`src/rtl/muldiv_pkg.sv`:
```
// Shared definitions for the multiply/divide sequencer:
// op encodings, FSM states and the default watchdog limit.
package muldiv_pkg;

  localparam logic [1:0] OP_MULT  = 2'b00;
  localparam logic [1:0] OP_MULTU = 2'b01;
  localparam logic [1:0] OP_DIV   = 2'b10;
  localparam logic [1:0] OP_DIVU  = 2'b11;

  localparam int DEF_TIMEOUT = 40;

  typedef enum logic [2:0] {
    IDLE,
    LAUNCH,
    WAIT,
    COMMIT,
    ERR
  } state_t;

endpackage

```
`src/rtl/muldiv_watchdog.sv`:
```
// Clearable saturating cycle counter; term is high once the
// count sits at LIMIT-1 and stays there until cleared.
module muldiv_watchdog #(
  parameter int LIMIT = 40
) (
  input  logic clk,
  input  logic Reset,
  input  logic clear,
  input  logic en,
  output logic term
);

  localparam int CW = (LIMIT > 2) ? $clog2(LIMIT) : 1;
  localparam logic [CW-1:0] LAST = CW'(LIMIT - 1);

  logic [CW-1:0] count;

  assign term = (count == LAST);

  always_ff @(posedge clk) begin
    if (Reset) begin
      count <= '0;
    end else if (clear) begin
      count <= '0;
    end else if (en && !term) begin
      count <= count + 1'b1;
    end
  end

endmodule

```
`src/rtl/muldiv_ctrl.sv`:
```
// Sequencer that launches the iterative mul/div units and
// commits their results into the architectural HI/LO pair.
module muldiv_ctrl
  import muldiv_pkg::*;
#(
  parameter int WIDTH   = 32,
  parameter int TIMEOUT = DEF_TIMEOUT
) (
  input  logic             clk,
  input  logic             Reset,
  input  logic             req,
  input  logic [1:0]       op,
  input  logic [WIDTH-1:0] A,
  input  logic [WIDTH-1:0] B,
  output logic             busy,
  output logic             done,
  output logic             div_zero,
  output logic             timeout,
  output logic [WIDTH-1:0] hi,
  output logic [WIDTH-1:0] lo,
  output logic [WIDTH-1:0] unit_a,
  output logic [WIDTH-1:0] unit_b,
  output logic             unit_signed,
  output logic             mul_start,
  output logic             div_start,
  input  logic             mul_done,
  input  logic             div_done,
  input  logic [WIDTH-1:0] mul_hi,
  input  logic [WIDTH-1:0] mul_lo,
  input  logic [WIDTH-1:0] div_hi,
  input  logic [WIDTH-1:0] div_lo
);

  state_t state, state_nx;

  logic [1:0] op_q;
  logic       take;
  logic       is_div;
  logic       zero_req;
  logic       sel_done;
  logic       wd_term;

  assign take     = (state == IDLE) && req;
  assign is_div   = (op == OP_DIV) || (op == OP_DIVU);
  assign zero_req = take && is_div && (B == '0);
  assign sel_done = op_q[1] ? div_done : mul_done;

  muldiv_watchdog #(
    .LIMIT(TIMEOUT)
  ) u_wd (
    .clk  (clk),
    .Reset(Reset),
    .clear(state == LAUNCH),
    .en   (state == WAIT),
    .term (wd_term)
  );

  always_ff @(posedge clk) begin
    if (Reset) begin
      state <= IDLE;
    end else begin
      state <= state_nx;
    end
  end

  always_comb begin
    state_nx = state;
    unique case (state)
      IDLE:    if (req && !zero_req) state_nx = LAUNCH;
      LAUNCH:  state_nx = WAIT;
      // a done landing on the watchdog limit still commits
      WAIT: begin
        if (sel_done)     state_nx = COMMIT;
        else if (wd_term) state_nx = ERR;
      end
      COMMIT:  state_nx = IDLE;
      ERR:     state_nx = IDLE;
      default: state_nx = IDLE;
    endcase
  end

  always_comb begin
    busy      = (state != IDLE);
    done      = 1'b0;
    timeout   = 1'b0;
    mul_start = 1'b0;
    div_start = 1'b0;
    unique case (1'b1)
      (state == LAUNCH): begin
        mul_start = !op_q[1] && !Reset;
        div_start = op_q[1] && !Reset;
      end
      (state == COMMIT): done    = !Reset;
      (state == ERR):    timeout = !Reset;
      default: ;
    endcase
  end

  always_ff @(posedge clk) begin
    if (Reset) begin
      hi          <= '0;
      lo          <= '0;
      unit_a      <= '0;
      unit_b      <= '0;
      unit_signed <= 1'b0;
      op_q        <= OP_MULT;
      div_zero    <= 1'b0;
    end else begin
      div_zero <= zero_req;
      if (take) begin
        unit_a      <= A;
        unit_b      <= B;
        op_q        <= op;
        unit_signed <= (op == OP_MULT) || (op == OP_DIV);
      end
      if (state == WAIT && sel_done) begin
        hi <= op_q[1] ? div_hi : mul_hi;
        lo <= op_q[1] ? div_lo : mul_lo;
      end
    end
  end

endmodule
```
`config.mk`:
```
export PLATFORM = sky130hd
export DESIGN_NAME = muldiv_ctrl
export DESIGN_NICKNAME = d
export VERILOG_FILES = /design/src/rtl/muldiv_pkg.sv /design/src/rtl/muldiv_watchdog.sv /design/src/rtl/muldiv_ctrl.sv
export SDC_FILE = /design/constraint.sdc
export NUM_CORES = 1
export LEC_CHECK = 0
export CAP_MARGIN = 30
export CORE_UTILIZATION = 36
export CTS_BUF_LIST = sky130_fd_sc_hd__clkbuf_2 sky130_fd_sc_hd__clkbuf_4 sky130_fd_sc_hd__clkbuf_8
export DETAILED_ROUTE_END_ITERATION = 12
export PLACE_DENSITY = 0.79
export SLEW_MARGIN = 40
export SYNTH_ARGS = -nofsm -noshare
export SYNTH_HDL_FRONTEND = slang
export SYNTH_SLANG_ARGS = --single-unit
```
`constraint.sdc`:
```
create_clock -name clk -period 1.4 [get_ports clk]
set_input_delay 0.35 -clock clk [delete_from_list [all_inputs] [get_ports clk]]
set_output_delay 0.35 -clock clk [all_outputs]
set_load 0.05 [all_outputs]
```
==> out/results.txt, run 1 <==
Clk root buf: clkbuf_8
Top post-synthesis cells by area: dfxtp_1, mux2i_1, a211oi_2, nand2_1, a21oi_1
Area growth, synth to finish: 124%
Cell count after synthesis: 638
Post-layout instance area: 13300 um^2
CTS buffer count: 17
Post-synth top area share: 47.1%
# setup viols final: 140
H-tree depth: 4
Post-Syn Nets: 838
Hold slack: 195 ps
Most frequent cells in the layout: clkdlybuf4s50_1, buf_12, nand2_1
Die Area: 17000 um^2
Mapped Avg Cell Area: 9.32 um^2
Vias per cell: 5.35
Final TNS setup: -31520 ps
Max-cap violations: 0
Die X: 131 um
Post-DR wirelength/cell: 23.5 um
Post-synthesis sequential area ratio: 47.1%
Setup Crit Path Kind: reg2out
Grt total ovfl: 0
Via count: 6729
Least-Margin Pin Slew: 556 ps
Slew HR: 62.9%
Chip height: 131 um
Initial antenna violation count: 0
Arr. time, crit path: 1460 ps
TritonRoute pass-1 iters: 5
Cts hold-fix bufs: 0
Clock latency on the worst-skew pair: 450 ps
Setup crit end kind: primary output
# diodes: 0
CTS tree: done
Cell Area, Synth: 5950 um^2
Gr usage total: 25.7%
Initial DRC count: 383
Power Dens Cells: 986 nW/um^2
Tmin final: 1810 ps
Worst Path Max Fanout: 4
Startpoint Class: flip-flop
ANT nets after route: 0
WL final: 29500 um
Distinct cells, synth: 34
First-pass GRT wire length: 32900 um
LEAKAGE: 0.00508 uW
Core Area: 16000 um^2
Starting density of the core: 37.2%
Commonest non-fill, non-tap cell in the layout: clkdlybuf4s50_1
Clk sinks: 140
Vias in the first global route: 6193
Worst-path clk slew: 90 ps
Synth Register Bits: 140
# fillers: 773
Max-slew violations: 0
Clock skew: 12.4 ps
Synth area leader: dfxtp_1
Ratio of cells with drive above 1 in the final layout: 50.3%
Worst Hold Class: in2reg
Placement Rows: 46
Pin count of the biggest net entering global routing: 78
I/O pin count: 334
RSZ-0062 raised after global routing: yes
Max clock buf depth: 2
Setup ws final: -414 ps
Worst path required time: 1050 ps
Crit share post-route: 130%
Residual DRC: 0
Fin. Hold Viols: 0
Run status: finished, violations left
Fmax: 551 MHz
VDD IR max: 0.709 mV
Final core utilization: 83.1%
Placed cell areas: 11100 um^2
IO buf count: 333
Failing checks: setup timing
Layout Nets: 1229
Syn. warnings: 0
Placed wire-length estimate: 16300 um
Final GP Congestion: 0.815
[final timing paths]
check	from	to	slack [ps]	depth (start not counted)
worst max-delay path	state[2]	busy	-410	5
worst min-delay path	B[26]	unit_b[26]	200	3
worst min register to register	unit_a[16]	unit_a[16]	500	2
worst max register to register	state[2]	unit_b[27]	-380	9
[logic make-up after synthesis]
logic type,Yosys count,synth area share (%)
buffers and inverters,55,5.28
and+or+nand+nor,235,16.8
muxes,66,11.1
adders and majority gates,1,0.210
DFF,140,47.1
AOI/OAI and AO/OA,136,18.8
xor gates and xnor gates,5,0.737
[cell type report]
cell class	instances	area [um^2]	share of cell area, %
Multi-Input combinational cell	446	3710	27.9
Timing Repair Buffer	422	6050	45.4
Sequential cell	140	2880	21.6
Inverter	2	12.5	0.0940
Clock buffer	20	269	2.02
Tap cell	216	270	2.03
Clock inverter	12	114	0.856
[synth_stat cells, drive strengths merged]
cell type,number
a2111oi,1
a211oi,66
a21oi,65
and2,1
and2b,1
and3,1
buf,29
clkbuf,24
dfxtp,140
ha,1
inv,2
mux2i,66
nand2,132
nand2b,2
nand4,4
nand4b,1
nor2,75
nor3,3
nor3b,1
nor4,8
nor4b,3
o211a,2
o21a,1
o311ai,1
or2,1
or3,2
xnor2,3
xor2,2
[through the flow]
| stage | power [uW] | setup slack [ps] | instances |
|---|---|---|---|
| after floorplan | 6520 | -231 | 638 |
| after global routing | 13500 | -481 | 1258 |
| after detailed placement | 8730 | -624 | 1177 |
| after CTS | 12100 | -427 | 1224 |
| after global placement | 8650 | -487 | 1177 |
| final | 13100 | -414 | 1258 |
[layer usage]
layer	GRT usage (%)	vias to the layer above	part of all wire (%)
li1	-	2996	-
met4	11.3	0	6.3
met2	47.7	362	52
met1	26.0	3250	33
met3	8.63	121	8.4
met5	0	-	0
[worst max-delay path, stage by stage, from the launching register on]
cell and delay (ps):
dfxtp_4 370, buf_12 120, nor3_4 220, buf_6 140
inv_2 30, buf_6 140
[repair_timing]
item                       4_1_cts  5_1_grt
buffers inserted                 8       22
setup endpoints to repair      135      129
resized for setup               48      279
hold endpoints to repair         0        0
gates cloned                     7       20
pin swaps                        7       92
[power breakdown]
| part | internal (uW) | leakage (uW) | switching, uW |
|---|---|---|---|
| Combinational | 2630 | 0.00373 | 2540 |
| Clock | 1530 | 0.000186 | 1760 |
| Sequential | 4290 | 0.00117 | 368 |
| Total | 8450 | 0.00508 | 4670 |
[sequential cells by signal (all words and copies together) (netlist names)]
| name | flops |
|---|---|
| unit_b | 32 |
| unit_a | 32 |
| lo | 32 |
| state | 3 |
| op_q | 1 |
| div_zero | 1 |
| hi | 32 |
| unit_signed | 1 |
| u_wd.count | 6 |
Note: power is estimated with default switching activity, not from simulation.
==> run 2: changes to the inputs <==
--- a/config.mk
+++ b/config.mk
@@ -8,8 +8,11 @@
 export CAP_MARGIN = 30
 export CORE_UTILIZATION = 36
 export CTS_BUF_LIST = sky130_fd_sc_hd__clkbuf_2 sky130_fd_sc_hd__clkbuf_4 sky130_fd_sc_hd__clkbuf_8
+export CTS_CLUSTER_SIZE = 24
 export DETAILED_ROUTE_END_ITERATION = 12
+export HOLD_SLACK_MARGIN = 0.15
 export PLACE_DENSITY = 0.79
+export SKIP_LAST_GASP = 1
 export SLEW_MARGIN = 40
 export SYNTH_ARGS = -nofsm -noshare
 export SYNTH_HDL_FRONTEND = slang
==> out/results.txt, run 2 (synthesized netlist as in run 1, its figures left out) <==
Via count: 6684
Placed insts: 1177
Grt met1 use: 26.2%
Die Area: 17000 um^2
Crit path max-delay family: simple AND/OR/NAND/NOR gates
Worst-path clk slew: 100 ps
LEAKAGE: 0.00504 uW
Initial antenna violation count: 0
Startpoint Class: flip-flop
Sum of buffers and inverters on the critical path: 3
Slew HR: 63.5%
Met2 Use GR: 48.2%
Least-Margin Pin Slew: 548 ps
VDD IR max: 0.745 mV
Setup crit end kind: flip-flop
Clk sinks: 140
Starting density of the core: 37.2%
Arr. time, crit path: 2150 ps
Ratio of cells with drive above 1 in the final layout: 43.5%
Area growth, synth to finish: 120%
Initial DRC count: 384
Tmin final: 1850 ps
Post-DR wirelength/cell: 22.9 um
Commonest non-fill, non-tap cell in the layout: clkdlybuf4s50_1
Cts hold-fix bufs: 0
Layout Nets: 1240
Storage cell area: 2840 um^2
TritonRoute pass-1 iters: 4
Residual DRC: 0
M3 GR Usage: 8.84%
Core Area: 16000 um^2
Placed wire-length estimate: 16300 um
CP cell instances: buf_4, nor3b_4, and2b_4, buf_12, buf_12, nor2_1, a211oi_2
Failing checks: setup timing
WL final: 29100 um
Chip height: 131 um
Max-cap violations: 0
ANT nets after route: 0
Crit share post-route: 132%
# fillers: 804
Fmax: 541 MHz
Clock latency on the worst-skew pair: 440 ps
Crit path top cell by count: buf_12
Worst Path Max Fanout: 5
First-pass GRT wire length: 33200 um
Run status: finished, violations left
# setup viols final: 147
Vias per cell: 5.26
Placed cell areas: 11100 um^2
Setup ws final: -447 ps
CTS tree: done
CP max stage delay: 370 ps
Max clock buf depth: 2
Grt total ovfl: 0
Clk root buf: clkbuf_8
Die X: 131 um
Final GP Congestion: 0.815
Pin count of the biggest net entering global routing: 78
Max-slew violations: 0
Power Dens Cells: 990 nW/um^2
GRT busiest layer: met2
Layout Cells excl Fill: 1270
Worst Hold Class: in2reg
Vias in the first global route: 6157
Worst path required time: 1700 ps
Fin. Hold Viols: 0
I/O pin count: 334
Setup Crit Path Kind: reg2reg
Gr usage total: 26.0%
Post-layout instance area: 13100 um^2
H-tree depth: 4
CTS buffer count: 17
IO buf count: 333
RSZ-0062 raised after global routing: yes
Slowest-stage cell, CP: dfxtp_4
Area of the multi-input gates: 3430 um^2
Most frequent cells in the layout: clkdlybuf4s50_1, buf_12, dfxtp_1
Clock skew: 14.8 ps
Final core utilization: 81.8%
Placement Rows: 46
==> run 2: changes by cell type in the layout (fill, tap and decap cells not counted), moves of 10 or more <==
cell / before / now
nand2_2: 17 / 5
dfxtp_1: 87 / 118
a21oi_1: 28 / 38
buf_4: 27 / 37
dfxtp_2: 49 / 18
nor2_1: 23 / 46
nand2_1: 98 / 108
nor2_4: 35 / 3
a21oi_2: 37 / 27
==> run 2: routing by layer <==
metal  wire, um  part of all wire, %
met1       9630                   33
met2      15700                   54
met3       2490                  8.5
met4       1270                  4.3
met5          0                    0
==> run 2: per-stage QoR <==
step	setup slack, ps	power (uW)	hold slack (ps)	TNS, ps
after global routing	-506	13400	183	-43280
final	-447	13000	195	-35370
after floorplan	-231	6520	446	-3490
after CTS	-427	12000	425	-10080
after detailed placement	-624	8730	483	-44960
after global placement	-487	8650	478	-40700
==> run 2: path summary, 6_finish.rpt <==
check / startpoint / end / slack, ps / cells past startpoint
setup / recovery: state[2] / hi[26] / -450 / 7
hold / removal: B[27] / unit_b[27] / 200 / 3
setup reg to reg: state[2] / hi[26] / -450 / 7
hold reg to reg: unit_a[29] / unit_a[29] / 500 / 2
==> run 2: tightest hold or removal path, stage by stage <==
cell            delay, ps
dlymetal6s2s_1        140
nand2_1                60
a21oi_1                50
==> run 2: power breakdown <==
part	internal (uW)	switching, uW	leakage (uW)
combinational	2600	2490	0.00371
clock	1530	1730	0.000186
sequential	4270	341	0.00115
==> run 2: repair_timing <==
| item | in CTS | in global routing |
|---|---|---|
| cloned | 7 | 23 |
| resized for setup | 29 | 184 |
| pin swaps | 6 | 88 |
| buffers inserted | 8 | 29 |
| endpoints found under the setup margin | 135 | 135 |
==> run 2: cell type report <==
type	instances	area share, %
inverter	2	0.0765
sequential	140	21.7
clock inverter	12	0.870
antenna	1	0.0191
timing repair buffer	432	47.0
multi-input combinational	447	26.2
tap	216	2.06
clock buffer	20	2.05
==> run 3: changes to the inputs <==
--- a/config.mk
+++ b/config.mk
@@ -12,7 +12,6 @@
 export DETAILED_ROUTE_END_ITERATION = 12
 export HOLD_SLACK_MARGIN = 0.15
 export PLACE_DENSITY = 0.79
-export SKIP_LAST_GASP = 1
 export SLEW_MARGIN = 40
 export SYNTH_ARGS = -nofsm -noshare
 export SYNTH_HDL_FRONTEND = slang
==> constraint.sdc (replaced) <==
create_clock -name clk -period 1.4 [get_ports clk]
set_input_delay 0.42 -clock clk [delete_from_list [all_inputs] [get_ports clk]]
set_output_delay 0.42 -clock clk [all_outputs]
set_load 0.05 [all_outputs]
==> out/results.txt, run 3 (synthesized netlist as in run 1, its figures left out) <==
IO buf count: 333
Pin count of the biggest net entering global routing: 56
Startpoint Class: flip-flop
Placed wire-length estimate: 16300 um
Worst-path clk slew: 80 ps
Final TNS setup: -20210 ps
Failing checks: setup timing
CP cell instances: nand2b_4, buf_4, nor4_4, buf_12
Layout Nets: 1332
Area growth, synth to finish: 134%
RSZ-0062 raised after global routing: yes
Post-layout instance area: 13900 um^2
Clk root buf: clkbuf_8
Die X: 131 um
Fin. Hold Viols: 0
Power Dens Cells: 935 nW/um^2
Via count: 7387
Starting density of the core: 37.2%
Initial antenna violation count: 4
Crit Reg-Reg Startpoint: op_q[1]
Worst R2R End: hi[16]
# setup viols final: 135
Setup ws final: -518 ps
First-pass GRT wire length: 42200 um
Grt total ovfl: 0
Flop pwr share: 35.5%
Setup crit end kind: primary output
NetSw: 4780 uW
Tmin final: 1920 ps
Hold slack: 253 ps
Vias in the first global route: 7331
Max clock buf depth: 2
Combinational share of power: 40.0%
TritonRoute pass-1 iters: 5
Gr usage total: 33.5%
Arr. time, crit path: 1500 ps
Crit share post-route: 137%
Int Pwr: 8240 uW
Storage cell area: 3080 um^2
Least-Margin Pin Slew: 468 ps
Worst Hold Launch: B[14]
ANT nets after route: 0
Fmax: 521 MHz
Worst Path Max Fanout: 5
WL final: 33300 um
Run status: finished, violations left
Initial DRC count: 453
CTS buffer count: 17
R2R depth: 7
Clk sinks: 140
Crit path max-delay family: flip-flops
Residual DRC: 0
Max-slew violations: 0
Chip height: 131 um
Hold worst-path end: unit_b[14]
Worst path required time: 980 ps
Switching share of total power: 36.7%
Area of the multi-input gates: 3380 um^2
Clock skew: 22.0 ps
Hold path cells: 3
Cts hold-fix bufs: 0
Vias per cell: 5.41
Commonest non-fill, non-tap cell in the layout: clkdlybuf4s50_1
Reg2Reg Setup Slack: -420 ps
Slowest-stage cell, CP: dfxtp_4
Setup Crit Path Kind: reg2out
Most frequent cells in the layout: clkdlybuf4s50_1, buf_12, nand2_1
I/O pin count: 334
VDD IR max: 0.637 mV
LEAKAGE: 0.00550 uW
H-tree depth: 4
Post-DR wirelength/cell: 24.4 um
Core Area: 16000 um^2
CP max stage delay: 370 ps
Sum of buffers and inverters on the critical path: 2
# fillers: 627
Worst Hold Class: in2reg
Clock latency on the worst-skew pair: 490 ps
Clock Power Share: 24.5%
CTS tree: done
Placed cell areas: 11200 um^2
Die Area: 17000 um^2
Max-cap violations: 0
Final GP Congestion: 0.785
Ratio of cells with drive above 1 in the final layout: 55.8%
Slew HR: 68.8%
Placement Rows: 46
## run 3: changes by cell type in the layout (fill, tap and decap cells not counted), sizes merged, moves of 2 or more
cell / change
buf: +108
clkbuf: -15
clkdlybuf4s50: -8
diode: +4
dlygate4sd2: +12
dlymetal6s2s: -4
inv: +2
## run 3: how the worst max path moves through the flow
stage          startpoint        end  slack [ps]  cells past startpoint
2_1_floorplan     op_q[1]  div_start        -300                      4
3_3_place_gp         B[1]   state[0]        -590                      6
3_5_place_dp        B[26]   state[0]        -660                      6
4_1_cts          state[2]  div_start        -530                      3
5_1_grt          state[2]  mul_start        -550                      4
6_report         state[2]  mul_start        -520                      4
## run 3: per-layer routing
layer / GRT usage, % / share of wire, % / vias up
li1: - / - / 3196
met2: 57.8 / 50 / 474
met3: 12.9 / 9.7 / 150
met4: 21.2 / 5.9 / 0
met5: 0 / 0 / -
met1: 33.9 / 34 / 3567
## run 3: repair_timing
item                                    4_1_cts  5_1_grt
gates cloned                                 14        3
setup buffers                                84       59
gates resized for setup                     284      121
endpoints found under the setup margin      215      272
pin swaps                                    48       32
## run 3: per-stage QoR
step / cells / utilization, % / power (uW) / worst slack, ps
final: 1366 / 87.0 / 13000 / -518
after global routing: 1363 / 86.9 / 13400 / -546
after CTS: 1319 / 82.9 / 12400 / -533
after detailed placement: 1189 / 70.0 / 8750 / -656
after global placement: 1189 / 70.0 / 8660 / -592
after floorplan: 638 / - / 6520 / -301
## run 3: tightest hold or removal path, stage by stage
cell	delay, ps
dlymetal6s2s_1	150
nand2_1	70
a21oi_1	50
## run 3: final cells by class
type | instances | area share [%]
timing repair buffer | 527 | 48.9
multi-input combinational | 444 | 24.3
sequential | 140 | 22.1
tap | 216 | 1.94
clock buffer | 18 | 1.78
clock inverter | 14 | 0.791
antenna | 5 | 0.0899
inverter | 2 | 0.0539
## run 3: power groups by stage
| stage | combinational [uW] | sequential [uW] | clock, uW |
|---|---|---|---|
| detailed placement | 4080 | 4660 | 0 |
| CTS | 4740 | 4600 | 3110 |
| finish | 5210 | 4620 | 3190 |
| global placement | 4020 | 4640 | 0 |
| global route | 5370 | 4650 | 3400 |
| floorplan | 1080 | 5440 | 0 |
